## src/rtl/pwm_gate_driver_pkg.sv

```systemverilog
// Shared types and default timing for the half-bridge gate driver.
// State encoding is fixed because it is exported on state_o for debug.
package pwm_gate_driver_pkg;

   typedef enum logic [2:0] {
      ST_IDLE    = 3'd0,
      ST_DT_FALL = 3'd1,
      ST_LS_ON   = 3'd2,
      ST_DT_RISE = 3'd3,
      ST_HS_ON   = 3'd4,
      ST_FAULT   = 3'd5
   } pwm_state_e;

   localparam int DEF_CNT_W   = 16;
   localparam int DEF_DT      = 10;
   localparam int DEF_MIN_OFF = 50;
   localparam int DEF_MAX_ON  = 2000;

endpackage

```

## src/rtl/pwm_gate_driver_timer.sv

```systemverilog
// Clear/enable saturating counter with an equality compare.
// Shared by dead-time, minimum off-time and max on-time measurement.
module pwm_gate_driver_timer
   import pwm_gate_driver_pkg::*;
#(
   parameter int CNT_W = DEF_CNT_W
) (
   input  logic             clk,
   input  logic             rst_n,
   input  logic             clr,
   input  logic             inc,
   input  logic [CNT_W-1:0] cmp,
   output logic [CNT_W-1:0] cnt,
   output logic             eq
);

   always_ff @(posedge clk or negedge rst_n) begin
      if (!rst_n) begin
         cnt <= '0;
      end else if (clr) begin
         cnt <= '0;
      end else if (inc && (cnt != '1)) begin
         cnt <= cnt + 1'b1;
      end
   end

   assign eq = (cnt == cmp);

endmodule

```

## src/rtl/pwm_gate_driver.sv

```systemverilog
// SR-style PWM leg controller: dead time, min off-time, max on-time
// watchdog and latched fault shutdown for one half-bridge.
module pwm_gate_driver
   import pwm_gate_driver_pkg::*;
#(
   parameter int CNT_W     = DEF_CNT_W,
   parameter int DT_CYCLES = DEF_DT,
   parameter int MIN_OFF   = DEF_MIN_OFF,
   parameter int MAX_ON    = DEF_MAX_ON
) (
   input  logic       clk,
   input  logic       rst_n,
   input  logic       en,
   input  logic       set,
   input  logic       reset_pwm,
   input  logic       fault,
   output logic       hs_gate,
   output logic       ls_gate,
   output logic       maxon_trip,
   output logic       fault_lat,
   output logic [2:0] state_o
);

   localparam logic [CNT_W-1:0] DT_LAST  = CNT_W'(DT_CYCLES - 1);
   localparam logic [CNT_W-1:0] MAX_LAST = CNT_W'(MAX_ON - 1);
   localparam logic [CNT_W-1:0] MIN_CNT  = CNT_W'(MIN_OFF);

   pwm_state_e       state_q;
   pwm_state_e       state_d;
   logic             pend_q;
   logic             trip_d;
   logic             chg;
   logic             min_ok;
   logic             cnt_eq;
   logic [CNT_W-1:0] cnt;
   logic [CNT_W-1:0] cmp;

   assign chg    = (state_d != state_q);
   assign min_ok = (cnt >= MIN_CNT);
   assign cmp    = (state_q == ST_HS_ON) ? MAX_LAST : DT_LAST;

   pwm_gate_driver_timer #(
      .CNT_W (CNT_W)
   ) u_timer (
      .clk   (clk),
      .rst_n (rst_n),
      .clr   (chg),
      .inc   (1'b1),
      .cmp   (cmp),
      .cnt   (cnt),
      .eq    (cnt_eq)
   );

   always_comb begin
      state_d = state_q;
      trip_d  = 1'b0;
      if (fault) begin
         state_d = ST_FAULT;
      end else if (state_q == ST_FAULT) begin
         if (!en) state_d = ST_IDLE;
      end else if (!en) begin
         state_d = ST_IDLE;
      end else begin
         unique case (state_q)
            ST_IDLE: begin
               state_d = ST_DT_FALL;
            end
            ST_DT_FALL: begin
               if (cnt_eq) state_d = ST_LS_ON;
            end
            ST_LS_ON: begin
               if (min_ok && (set || pend_q)) state_d = ST_DT_RISE;
            end
            ST_DT_RISE: begin
               if (reset_pwm)   state_d = ST_DT_FALL;
               else if (cnt_eq) state_d = ST_HS_ON;
            end
            ST_HS_ON: begin
               if (reset_pwm) begin
                  state_d = ST_DT_FALL;
               end else if (cnt_eq) begin
                  state_d = ST_DT_FALL;
                  trip_d  = 1'b1;
               end
            end
            default: begin
               state_d = ST_IDLE;
            end
         endcase
      end
   end

   // Outputs decode the next state so they change on the entry edge.
   always_ff @(posedge clk or negedge rst_n) begin
      if (!rst_n) begin
         state_q    <= ST_IDLE;
         pend_q     <= 1'b0;
         hs_gate    <= 1'b0;
         ls_gate    <= 1'b0;
         maxon_trip <= 1'b0;
         fault_lat  <= 1'b0;
      end else begin
         state_q    <= state_d;
         hs_gate    <= (state_d == ST_HS_ON);
         ls_gate    <= (state_d == ST_LS_ON);
         maxon_trip <= trip_d;
         fault_lat  <= (state_d == ST_FAULT);
         if (state_d != ST_LS_ON) begin
            pend_q <= 1'b0;
         end else if ((state_q == ST_LS_ON) && set && !min_ok) begin
            pend_q <= 1'b1;
         end
      end
   end

   assign state_o = state_q;

endmodule
```

## config.mk

```make
export PLATFORM = sky130hd
export DESIGN_NAME = pwm_gate_driver
export DESIGN_NICKNAME = d
export VERILOG_FILES = /design/src/rtl/pwm_gate_driver_pkg.sv /design/src/rtl/pwm_gate_driver_timer.sv /design/src/rtl/pwm_gate_driver.sv
export SDC_FILE = /design/constraint.sdc
export NUM_CORES = 1
export LEC_CHECK = 0
export BUFFER_PORTS_ARGS = -buffer_cell sky130_fd_sc_hd__buf_2
export CORE_ASPECT_RATIO = 1.2
export CORE_UTILIZATION = 35
export DETAILED_ROUTE_END_ITERATION = 8
export PLACE_DENSITY = 0.6
export SLEW_MARGIN = 20
export SYNTH_ARGS = -nofsm -noshare
export SYNTH_HDL_FRONTEND = slang
export SYNTH_SLANG_ARGS = --single-unit
```

## constraint.sdc

```tcl
create_clock -name clk -period 2.6 [get_ports clk]
set_input_delay 0.13 -clock clk [delete_from_list [all_inputs] [get_ports clk]]
set_output_delay 0.13 -clock clk [all_outputs]
set_load 0.02 [all_outputs]
```

==> results of run 1 <==
## final cells by class
cell class,count,share of cell area (%)
Multi-Input combinational cell,131,46.71
Sequential cell,24,33.57
Timing Repair Buffer,29,11.33
Tap cell,54,3.776
Clock buffer,3,2.308
Clock inverter,1,1.678
Inverter,3,0.6294
## worst reg2reg max path, stage by stage (launching register included)
cell and delay [ns]:
dfrtp_1 0.38, or4_4 0.53, or4_4 0.44, a2111oi_4 0.30
buf_4 0.19, buf_4 0.11, a22oi_2 0.08, a22oi_2 0.19
buf_12 0.17, a211oi_1 0.06
## where the power goes
| group | total [mW] | switching, mW | internal [mW] |
|---|---|---|---|
| Sequential | 0.401 | 0.0119 | 0.389 |
| Clock | 0.337 | 0.131 | 0.206 |
| Combinational | 0.192 | 0.105 | 0.0871 |
## sequential cells by signal (all words and copies together) (netlist names)
signal and flops:
maxon_trip 1, state_o 3, u_timer.cnt 16, fault_lat 1
pend_q 1, hs_gate 1, ls_gate 1
## cell usage after synthesis (all sizes together) (4+ instances only)
cell / instances / share of area (%)
nor3: 4 / 1.4
nand3: 10 / 3.4
xnor2: 8 / 4.8
nor2: 28 / 7.2
a21oi: 4 / 1.4
a211oi: 4 / 2.1
nor2b: 6 / 2.6
or4: 5 / 2.8
clkbuf: 7 / 1.8
dfrtp: 24 / 41
and3: 5 / 2.1
o21ai: 5 / 1.7
nand2: 10 / 2.6
## layer usage
metal  up-vias  global-route usage [%]  share of wire, %
met2        24                   28.33                50
met5         -                       0                 0
met3         9                   2.482               2.6
met4         0                   6.566               2.1
li1        638                       -                 -
met1       611                   21.39                45
## cells by family after synthesis
group / Yosys count
muxes: 2
and+or+nand+nor: 90
adders and majority gates: 2
buffers and inverters: 11
DFF: 24
xor gates and xnor gates: 11
AOI/OAI and AO/OA: 26
## repair_timing
| action | 4_1_cts | 5_1_grt |
|---|---|---|
| gates resized for setup | 1 | 3 |
| setup endpoints to repair | 19 | 20 |
| setup buffers | 1 | 2 |
| hold buffers | 1 | 0 |
| endpoints found under the hold margin | 24 | 0 |
| pin swaps | 2 | 1 |
## path summary, 6_finish.rpt
path,start,endpoint,cells after the start
worst max-delay path,u_timer.cnt[9],u_timer.cnt[4],9
worst min-delay path,en,hs_gate,3
worst max register to register,u_timer.cnt[9],u_timer.cnt[4],9
worst min register to register,u_timer.cnt[4],u_timer.cnt[4],1
max in group asynchronous,rst_n,u_timer.cnt[8],2
min in group asynchronous,rst_n,ls_gate,2
## per-stage QoR
stage	power [mW]	cell area, um2	hold slack [ns]
after floorplan	0.5283	1471	-0.1656
after global placement	0.5932	1679	0.1474
after detailed placement	0.5966	1679	0.1525
after CTS	0.9337	1772	0.2051
after global routing	0.9731	1789	0.2106
final	0.9301	1789	0.2080
==> run summary, run 1 <==
Timing would allow up to 388.2 MHz. Dividing total power by cell area gives a power density of 519.9 mW/mm2. Counting both buffers and inverters, the worst setup path holds a total of 3.

For the count of fill cells added during filler insertion, the log shows 391. The time the final worst path needs with I/O delays and setup works out to 2.576 ns. Data arrives at the worst endpoint at 2.73 ns. The kind of critical path was flip-flop to flip-flop.

Summing all multi-input logic gate instances after layout gives 835.8 um2. The largest single stage delay on the critical path is 0.53 ns. During synthesis, Yosys emitted a total of 0 warnings.

The growth of design area from synthesis to finish was 22.33%. STA classifies the critical path endpoint as a flip-flop. The run finished with clean final reports. The first global-routing pass estimated 5.595 mm of wire.

Global routing finished with a remaining overflow of 0. Averaged over all synthesized cells, the footprint is 8.811 um2. The tools report the combined flip-flop and latch cell area as 600.6 um2. The number of nets in the synthesized netlist is 174. Setup repair after global routing could not meet its margin everywhere. The element type at the critical path start was a flip-flop. Final max-slew violation count: 0.

The wire length per cell after detailed routing is 13.36 um, and the clock skew after layout is 0.003888 ns. Wires add up to 3.274 mm. The count of buffers added on input and output ports is 12. The number of synthesized register bits is 24.

Cells fill 45.04% of the core in the end. The starting density of the core came out at 36.82%. The tree built by TritonCTS fans out to 24 sinks. The library cell used most frequently in the layout, excluding fill and tap cells, is nor2_1. The clock slew seen by the registers of the worst setup and hold paths is 0.09 ns. TritonCTS built the clock tree. The via count normalized by instance count came out at 5.233. In this run the remaining antenna-violating nets after routing total 0. The critical-path maximum fanout is 16.

For the via count of the first global-routing pass, the log shows 1238. The analysis attributes to cell leakage a power of 0.7495 nW. The area of the mapped netlist is 0.001463 mm2, and the number of nets in the layout is 200. The number of setup violations in the final report is 0. For the number of rows created at floorplan, the log shows 25. The root buffer selected by CTS is clkbuf_8.

The portion of the clock cycle consumed by the worst path in the final layout is 99.09%, and the die outline area is 0.004442 mm2. For the final worst setup slack, the log shows 0.02376 ns. The highest ir drop seen on vdd was 0.2968 mV; the register-to-register setup slack was 0.02 ns. For the overall fraction of global-route tracks in use, the log shows 16.84%. The count of cells in the finished layout, fillers not included, comes to 245. Clock latency on the worst-skew pair, taken at its later pin, is 0.27 ns. OpenSTA, run right after detailed placement, puts the worst setup slack at -0.07169 ns. The number of synthesized flops with an enable pin works out to 0. The number of buffers added by the clock tree synthesis step was 3. The critical path goes through or4_4 -> or4_4 -> a2111oi_4 -> buf_4 -> buf_4 -> a22oi_2 -> a22oi_2 -> buf_12 -> a211oi_1. Overall die height: 72.82 um. Entering global routing, the biggest net connects 25 pins. The area share of fa/ha/maj cells after synthesis is 1.711%, and the number of inserted diodes is 0.

The multiplexer area fraction after synthesis came out at 1.369%. The worst-path cell with the longest stage delay is or4_4. The tools report the number of levels in the clock H-tree as 1.

The most instantiated flip-flop cell in the synthesis netlist was dfrtp_1. The iteration-0 DRC count of the detailed router was 89; the maximum clock path buffer count was 2. For the post-detailed-route DRC marker count, the log shows 0. Summing over every cut layer, the via total after detailed routing is 1282.

The cell family contributing the most delay on the critical path is simple AND/OR/NAND/NOR gates. The post-synthesis instance total came out at 166. The endpoint required time on the critical path is 2.76 ns, and the number of placed instances with taps included is 238.

The tool flagged a number of max-cap violations equal to 0. The library cells used most frequently in the layout, excluding fill and tap cells, are nor2_1 (28), dfrtp_1 (24), buf_4 (15). The logs give 41 for the unique cell type count in the Yosys netlist and 0.003973 mm2 for the core outline area. The tools report the final count of hold timing violations as 0.

For the I/O pin count, the log shows 13. By area, the combinational part of the netlist is dominated by simple AND/OR/NAND/NOR gates. The async set or reset register ratio after synthesis came out at 100.0%.

Of the synthesized area, sequential elements account for 41.06%. The sum of negative setup slack is 0 ns. The tools report the number of antenna violations at the first check in global routing as 0. Of the total synthesized cell area, the portion taken by AND, OR, NAND and NOR gates is 32.34%. Routability-driven placement finished with a final weighted congestion of 0.8776. The fraction of final layout cells with drive strength greater than 1 works out to 21.99%. The floorplan step set the die width to 61.01 um. Summing the areas of all compound-gate instances in the mapped netlist gives 13.86% of the synthesized area. Headroom to the max-slew limit: 62.46%. The tightest min-delay check is of the input port to flip-flop type. After legalization and detailed placement, the total HPWL measured 2.377 mm. The xor and xnor fraction of the mapped netlist area was 6.587%; the slew of the pin with the lowest slew margin was 0.5560 ns. For this run, the detailed router's first-pass iteration total came to 4.
Note: power is estimated with default switching activity, not from simulation.
==> run 2, diff against run 1 <==
--- a/config.mk
+++ b/config.mk
@@ -7,9 +7,10 @@
 export LEC_CHECK = 0
 export BUFFER_PORTS_ARGS = -buffer_cell sky130_fd_sc_hd__buf_2
 export CORE_ASPECT_RATIO = 1.2
+export CORE_MARGIN = 4
 export CORE_UTILIZATION = 35
 export DETAILED_ROUTE_END_ITERATION = 8
-export PLACE_DENSITY = 0.6
+export PLACE_DENSITY_LB_ADDON = 0.25
 export SLEW_MARGIN = 20
 export SYNTH_ARGS = -nofsm -noshare
 export SYNTH_HDL_FRONTEND = slang
==> run 2 against run 1 <==
Hold slack better by 0.014 ns; combinational power is 31% higher; wire length up 11%; core utilization rose by 3.6 points.
==> run summary, run 2 (same netlist as run 1, synthesis figures left out) <==
13 I/O pins were placed. Time the final worst path needs with I/O delays and setup: 2.587 ns. The number of antenna diodes in the final layout is 0. The die extent in x was 67.01 um. TritonCTS built the clock tree.

Buffers inserted during clock tree synthesis total 3. The cell family contributing the most delay on the critical path is simple AND/OR/NAND/NOR gates. Static timing analysis puts the maximum clock frequency at 386.6 MHz. Cells fill 48.66% of the core in the end. The total grt overflow was 0; the final count of hold timing violations was 0. Final max-slew violation count: 0.

Setup repair after global routing could not meet its margin everywhere. In the final routed layout, each cell accounts on average for 14.60 um. The worst register-to-register path begins at u_timer.cnt[9]. The worst setup path is captured at a flip-flop. In the routed layout, each cell is associated on average with a via count of 5.361. In this run the worst hold path is classified as input port to flip-flop. At the later pin of the worst-skew pair, clock insertion delay measures 0.27 ns. After detailed routing, the total wire length is 3.635 mm.

Of all nets on the critical path, the largest fanout is 6. The share of total power dissipated in sequential elements is 40.9%. Global routing used 13.74% of the available tracks across all layers. Counting tap cells, the placed design contains a total of 240 instances.

The flow ran to the end, and the final reports show no timing, DRC or antenna violations. The run gives 0 as the post-detailed-route DRC marker count. The via count of the first global-routing pass was 1270; the cell-internal power was 0.7101 mW. The worst pin sits at a relative slew slack of 62.41%.

Cells with a size suffix above 1 make up 32.31% of the layout. The logs give 204 for the number of nets in the layout and 25.6% for the combinational fraction of design power. The die covers 0.005281 mm2. In this run the static leakage power is 0.7760 nW.

The run gives 0 as the number of setup violations in the final report. In this run the most critical hold path is launched from en. The tools report the launch point of the critical path as u_timer.cnt[9].

Entering global routing, the biggest net connects 25 pins. The signal arrival time at the worst endpoint was 2.79 ns; the number of rows created at floorplan was 25. The number of buffers and inverters on the critical path is 1.

The final cell count without fillers came out at 249. For the pin with the worst max-slew slack, the measured transition is 0.5638 ns. The final instance area was 0.001933 mm2.

After clock tree synthesis, the clock-pin slew on the worst setup and hold paths is 0.09 ns. Across the run, the number of max-cap violations was 0. Clock skew on the completed layout was measured at 0.005304 ns.

The first routing iteration left 82 violations. The core outline area was 0.003973 mm2; the peak per-stage delay on the critical path was 0.54 ns. Among the stages of the critical path, the cell type that occurs most often is or4_4.

For the final hold slack, the log shows 0.2220 ns. More flip-flops sit in one register than any other, and that register is u_timer.cnt. The portion of the clock cycle consumed by the worst path in the final layout came out at 99.48%.

The tools report the power consumption as 0.9810 mW. The number of sinks driven by the clock tree is 24, and the overall die height is 78.82 um. No sink is reached through more buffers than the 2 on the longest clock path. In this run the power spent charging and discharging nets is 0.2709 mW.

The via count of the routed design was 1335. The first global-routing pass estimated 5.720 mm of wire. In the layout the commonest cells are dfrtp_1 (24), buf_4 (16), nor2_1 (15).

Number of antenna violations at the first check in global routing: 0. The number of levels in the clock H-tree is 1, and the growth of design area from synthesis to finish is 32.16%. The number of flip-flops under the largest register name came out at 16. For this configuration, the core starts out at a cell density of 36.82%.

OpenSTA, run right after detailed placement, puts the worst setup slack at -0.09839 ns. The ratio of total power to cell area is 507.5 mW/mm2, and the highest ir drop seen on vdd is 0.2952 mV. The number of detailed-routing iterations run before antenna repair was 4. The final worst setup slack came out at 0.01346 ns. The tools report the element type at the critical path start as a flip-flop. Switching part of the total: 27.61%.

The most common cell after layout, fill and taps aside is dfrtp_1. After routing, the total negative slack on setup checks comes to 0 ns. The placed instances occupy a cell area of 0.001694 mm2. The congestion estimate from routability-driven global placement came to 0.7956. The root buffer selected by CTS is clkbuf_8.

The signal on the critical path passes through or4_4 -> or4_4 -> a2111oi_4 -> buf_6 -> mux2i_1 -> or4_1 -> nor2_1. The detail route stage leaves a number of antenna-violating nets equal to 0. For the worst setup path, the data required time is 2.80 ns. In this run, the clock network consumes 33.5% of the power. After legalization and detailed placement, the total HPWL measured 2.494 mm.

The worst-path cell with the longest stage delay is or4_4. During placement, the flow inserted port buffers numbering 12. The kind of critical path was flip-flop to flip-flop.
==> run 2: worst paths after layout <==
check	to	slack, ns	cells after the start
max	pend_q	0.01	7
min	hs_gate	0.22	3
max reg2reg	pend_q	0.01	7
min reg2reg	u_timer.cnt[4]	0.56	1
max in group asynchronous	u_timer.cnt[8]	1.85	2
min in group asynchronous	ls_gate	0.38	2
==> run 2: power by group through the flow <==
stage / Clock [mW] / Sequential [mW] / Combinational [mW]
global route: 0.354 / 0.404 / 0.275
floorplan: 0 / 0.418 / 0.111
CTS: 0.336 / 0.401 / 0.195
finish: 0.329 / 0.401 / 0.251
global placement: 0 / 0.408 / 0.189
detailed placement: 0 / 0.409 / 0.191
==> run 2: area by class of cell <==
type	count	area [um2]
clock inverter	1	30.03
clock buffer	3	41.29
inverter	3	11.26
tap	54	67.56
multi-input combinational	131	924.6
fill	392	2039
timing repair buffer	33	257.7
sequential	24	600.6
==> run 2: worst register-to-register path, delay by kind of cell (launching register included) <==
kind | cells | cell delay, ns
compound gates | 1 | 0.32
buf+inv | 1 | 0.18
simple gates | 4 | 1.55
mux | 1 | 0.09
flops | 1 | 0.39
==> run 2: layer usage <==
metal | routed length [um] | up-vias | GRT usage [%]
li1 | - | 648 | -
met1 | 1449 | 659 | 15.94
met2 | 1987 | 22 | 25.47
met3 | 145 | 6 | 2.546
met4 | 52 | 0 | 3.043
met5 | 0 | - | 0
==> run 2: repair_timing <==
item / CTS / global route
hold buffers: 1 / 0
setup buffers: 1 / 2
hold endpoints to repair: 24 / 0
pin swaps: 2 / 10
setup endpoints to repair: 19 / 19
gates resized for setup: 1 / 28
gates cloned: 0 / 1
==> run 3, diff against run 2 <==
--- a/config.mk
+++ b/config.mk
@@ -11,6 +11,7 @@
 export CORE_UTILIZATION = 35
 export DETAILED_ROUTE_END_ITERATION = 8
 export PLACE_DENSITY_LB_ADDON = 0.25
+export REMOVE_ABC_BUFFERS = 1
 export SLEW_MARGIN = 20
 export SYNTH_ARGS = -nofsm -noshare
 export SYNTH_HDL_FRONTEND = slang
==> run 3 against run 2 <==
The run now ends with setup timing left; hold slack got worse by 0.0046 ns; sequential power increased by 1%; critical path depth increased by 2; worst setup slack got worse by 0.036 ns; count of clock-buffer cells in the layout increased by 1; core utilization decreased by 3.1 points; clock power decreased by 22%; combinational power decreased by 17%; die area unchanged; first-iteration DRC count increased by 85%; register-to-register slack got worse by 0.04 ns; cell area decreased by 6.3%; critical path type unchanged; critical endpoint is now u_timer.cnt[10]; largest cell class unchanged; highest routed layer unchanged.
==> run summary, run 3 (same netlist as run 1, synthesis figures left out) <==
The flow ran to the end, but the final reports show violations. The headroom to the max-slew limit came out at 62.04%. The reg-to-reg endpoint is u_timer.cnt[10].

The worst-path cell with the longest stage delay was or4_4. For the register-to-register setup slack, the log shows -0.02 ns. The clock slew seen by the registers of the worst setup and hold paths was 0.09 ns; the depth of the worst register-to-register path was 9. In the final design database the tool counted 201 nets. The final max-slew violation count was 0; the signal arrival time at the worst endpoint was 2.78 ns. Counting both buffers and inverters, the worst setup path holds a total of 3. The core outline area is 0.003973 mm2, and the time the final worst path needs with I/O delays and setup is 2.622 ns.

The initial utilization of the core area, before any placement, comes to 36.82%. The via count normalized by instance count is 5.370. Traced cell by cell, the critical path runs through or4_4 -> or4_4 -> a2111oi_4 -> buf_4 -> o31ai_1 -> a22oi_2 -> buf_6 -> clkbuf_16 -> nor2_1. Power spread over the standard cell area amounts to 480.1 mW/mm2. The overall die height is 78.82 um, and the fraction of final layout cells with drive strength greater than 1 is 23.96%. Element type at the critical path start: a flip-flop.

The wire-length estimate of the detail-placed layout is 2.403 mm. The checks that failed: setup timing. The number of inserted diodes is 0, and the number of detailed-routing iterations run before antenna repair is 4. The slew of the pin with the lowest slew margin was 0.5623 ns. In this run the worst path has a maximum fanout of 8. The startpoint identified for the worst hold timing path is en. The highest attainable clock frequency was 381.4 MHz; the growth of design area from synthesis to finish was 23.87%. The count of buffers added on input and output ports is 12. The path with the worst hold slack has its endpoint at hs_gate. The reported leakage power is 0.7627 nW, and the die extent in x is 67.01 um. CTS placed an instance of clkbuf_8 at the clock tree root. In the layout the commonest cells are nor2_1 (28), dfrtp_1 (24), buf_4 (14). The tools report the overall fraction of global-route tracks in use as 13.83%.

The worst setup path is captured at a flip-flop. Counting every sink on the clock net gives 24. The first global-routing pass estimated 5.713 mm of wire.

The endpoint required time on the critical path was 2.76 ns. Setup repair after global routing could not meet its margin everywhere. The final worst setup slack is -0.02208 ns. In this run the core area contains 25 standard-cell rows. The wire length per cell after detailed routing was 13.87 um; the via count of the routed design was 1321. After layout, the worst path uses 100.8% of the clock period. Peak per-stage delay on the critical path: 0.54 ns. Grouping stages by cell kind, the critical path spends the most delay in simple AND/OR/NAND/NOR gates. The tools report the number of buffers added by the clock tree synthesis step as 3. At the end of the flow the core is filled with cells to 45.61%. The number of levels in the clock H-tree was 1. The later-pin clock latency in the skew report is 0.27 ns. The start of the worst register-to-register path was u_timer.cnt[7]. The hold path depth is 3. TritonCTS built the clock tree.

The run gives 10 as the number of setup violations in the final report. Ranked by flip-flop count, first place goes to u_timer.cnt. The cell that appears most often on the critical path is or4_4. Highest ir drop seen on vdd: 0.2391 mV. Most common cell after layout, fill and taps aside: nor2_1. The I/O pin count was 13. The completed layout was analyzed and its total power is 0.8697 mW. For the count of fill cells added during filler insertion, the log shows 399.

The maximum clock path buffer count is 2. The path class of the tightest hold or removal check is input port to flip-flop. In the routed design, unresolved DRC markers number 0.

The run gives 0 as the number of antenna violations at the first check in global routing. Summed over all layers, the routed wires come to 3.412 mm. The critical path is of the flip-flop to flip-flop type. Entering global routing, the biggest net connects 25 pins.

For this run the aggregate overflow at the end of global routing stands at 0. The detail route stage leaves a number of antenna-violating nets equal to 0. The register with the most flip-flops in the layout has 16 of them. The iteration-0 DRC count of the detailed router was 152; the clock skew after layout was 0.003998 ns. The logs give 0.005281 mm2 for the die outline area and 0 for the count of max-cap constraint violations. For the final count of hold timing violations, the log shows 0. Via count of the first global-routing pass: 1293.

The congestion estimate from routability-driven global placement came to 0.8419.
==> run 3: power breakdown <==
group	switching (mW)	internal, mW
logic	0.109	0.0996
registers	0.0165	0.389
clock network	0.120	0.135
==> run 3: tightest hold or removal path, stage by stage <==
cell and delay (ns):
buf_2 0.15, nand3b_1 0.13, nor2_1 0.05
==> run 3: routing by layer <==
metal | routed length, um | vias up | part of all wire, % | global-route usage (%)
met5 | 0 | - | 0 | 0
met4 | 51 | 0 | 1.5 | 4.665
met3 | 132 | 4 | 3.9 | 2.263
met2 | 1757 | 30 | 51 | 23.99
met1 | 1470 | 642 | 43 | 17.02
li1 | - | 645 | - | -
==> run 3: cell type report <==
type / instances / area [um2] / area share, %
timing repair buffer: 30 / 231.5 / 12.78
sequential: 24 / 600.6 / 33.15
inverter: 3 / 11.26 / 0.6215
tap: 54 / 67.56 / 3.729
multi-input combinational: 131 / 845.8 / 46.69
clock buffer: 4 / 55.05 / 3.039
==> run 3: stage by stage <==
stage | setup WS (ns) | cell area, um2 | setup TNS, ns | cells | hold slack [ns]
after global placement | -0.08036 | 1667 | -0.5300 | 237 | 0.1478
after CTS | -0.02262 | 1743 | -0.02426 | 243 | 0.2189
after global routing | -0.1099 | 1812 | -1.676 | 246 | 0.2309
after floorplan | -0.2472 | 1429 | -3.636 | 158 | -0.1656
after detailed placement | -0.1540 | 1667 | -2.462 | 237 | 0.1544
final | -0.02208 | 1812 | -0.1571 | 246 | 0.2174
==> run 3: repair_timing <==
item	CTS	global route
gates cloned	0	1
pin swaps	4	3
endpoints found under the hold margin	24	0
setup buffers	1	2
endpoints found under the setup margin	21	21
gates resized for setup	2	6
hold buffers	1	0
==> run 3: worst max path at each step <==
| stage | cells after the start | from | slack (ns) | to |
|---|---|---|---|---|
| 4_1_cts | 7 | u_timer.cnt[7] | -0.02 | pend_q |
| 3_5_place_dp | 7 | u_timer.cnt[7] | -0.15 | ls_gate |
| 2_1_floorplan | 6 | u_timer.cnt[7] | -0.25 | u_timer.cnt[12] |
| 5_1_grt | 9 | u_timer.cnt[7] | -0.11 | u_timer.cnt[11] |
| 3_3_place_gp | 7 | u_timer.cnt[7] | -0.08 | ls_gate |
| 6_report | 9 | u_timer.cnt[7] | -0.02 | u_timer.cnt[10] |
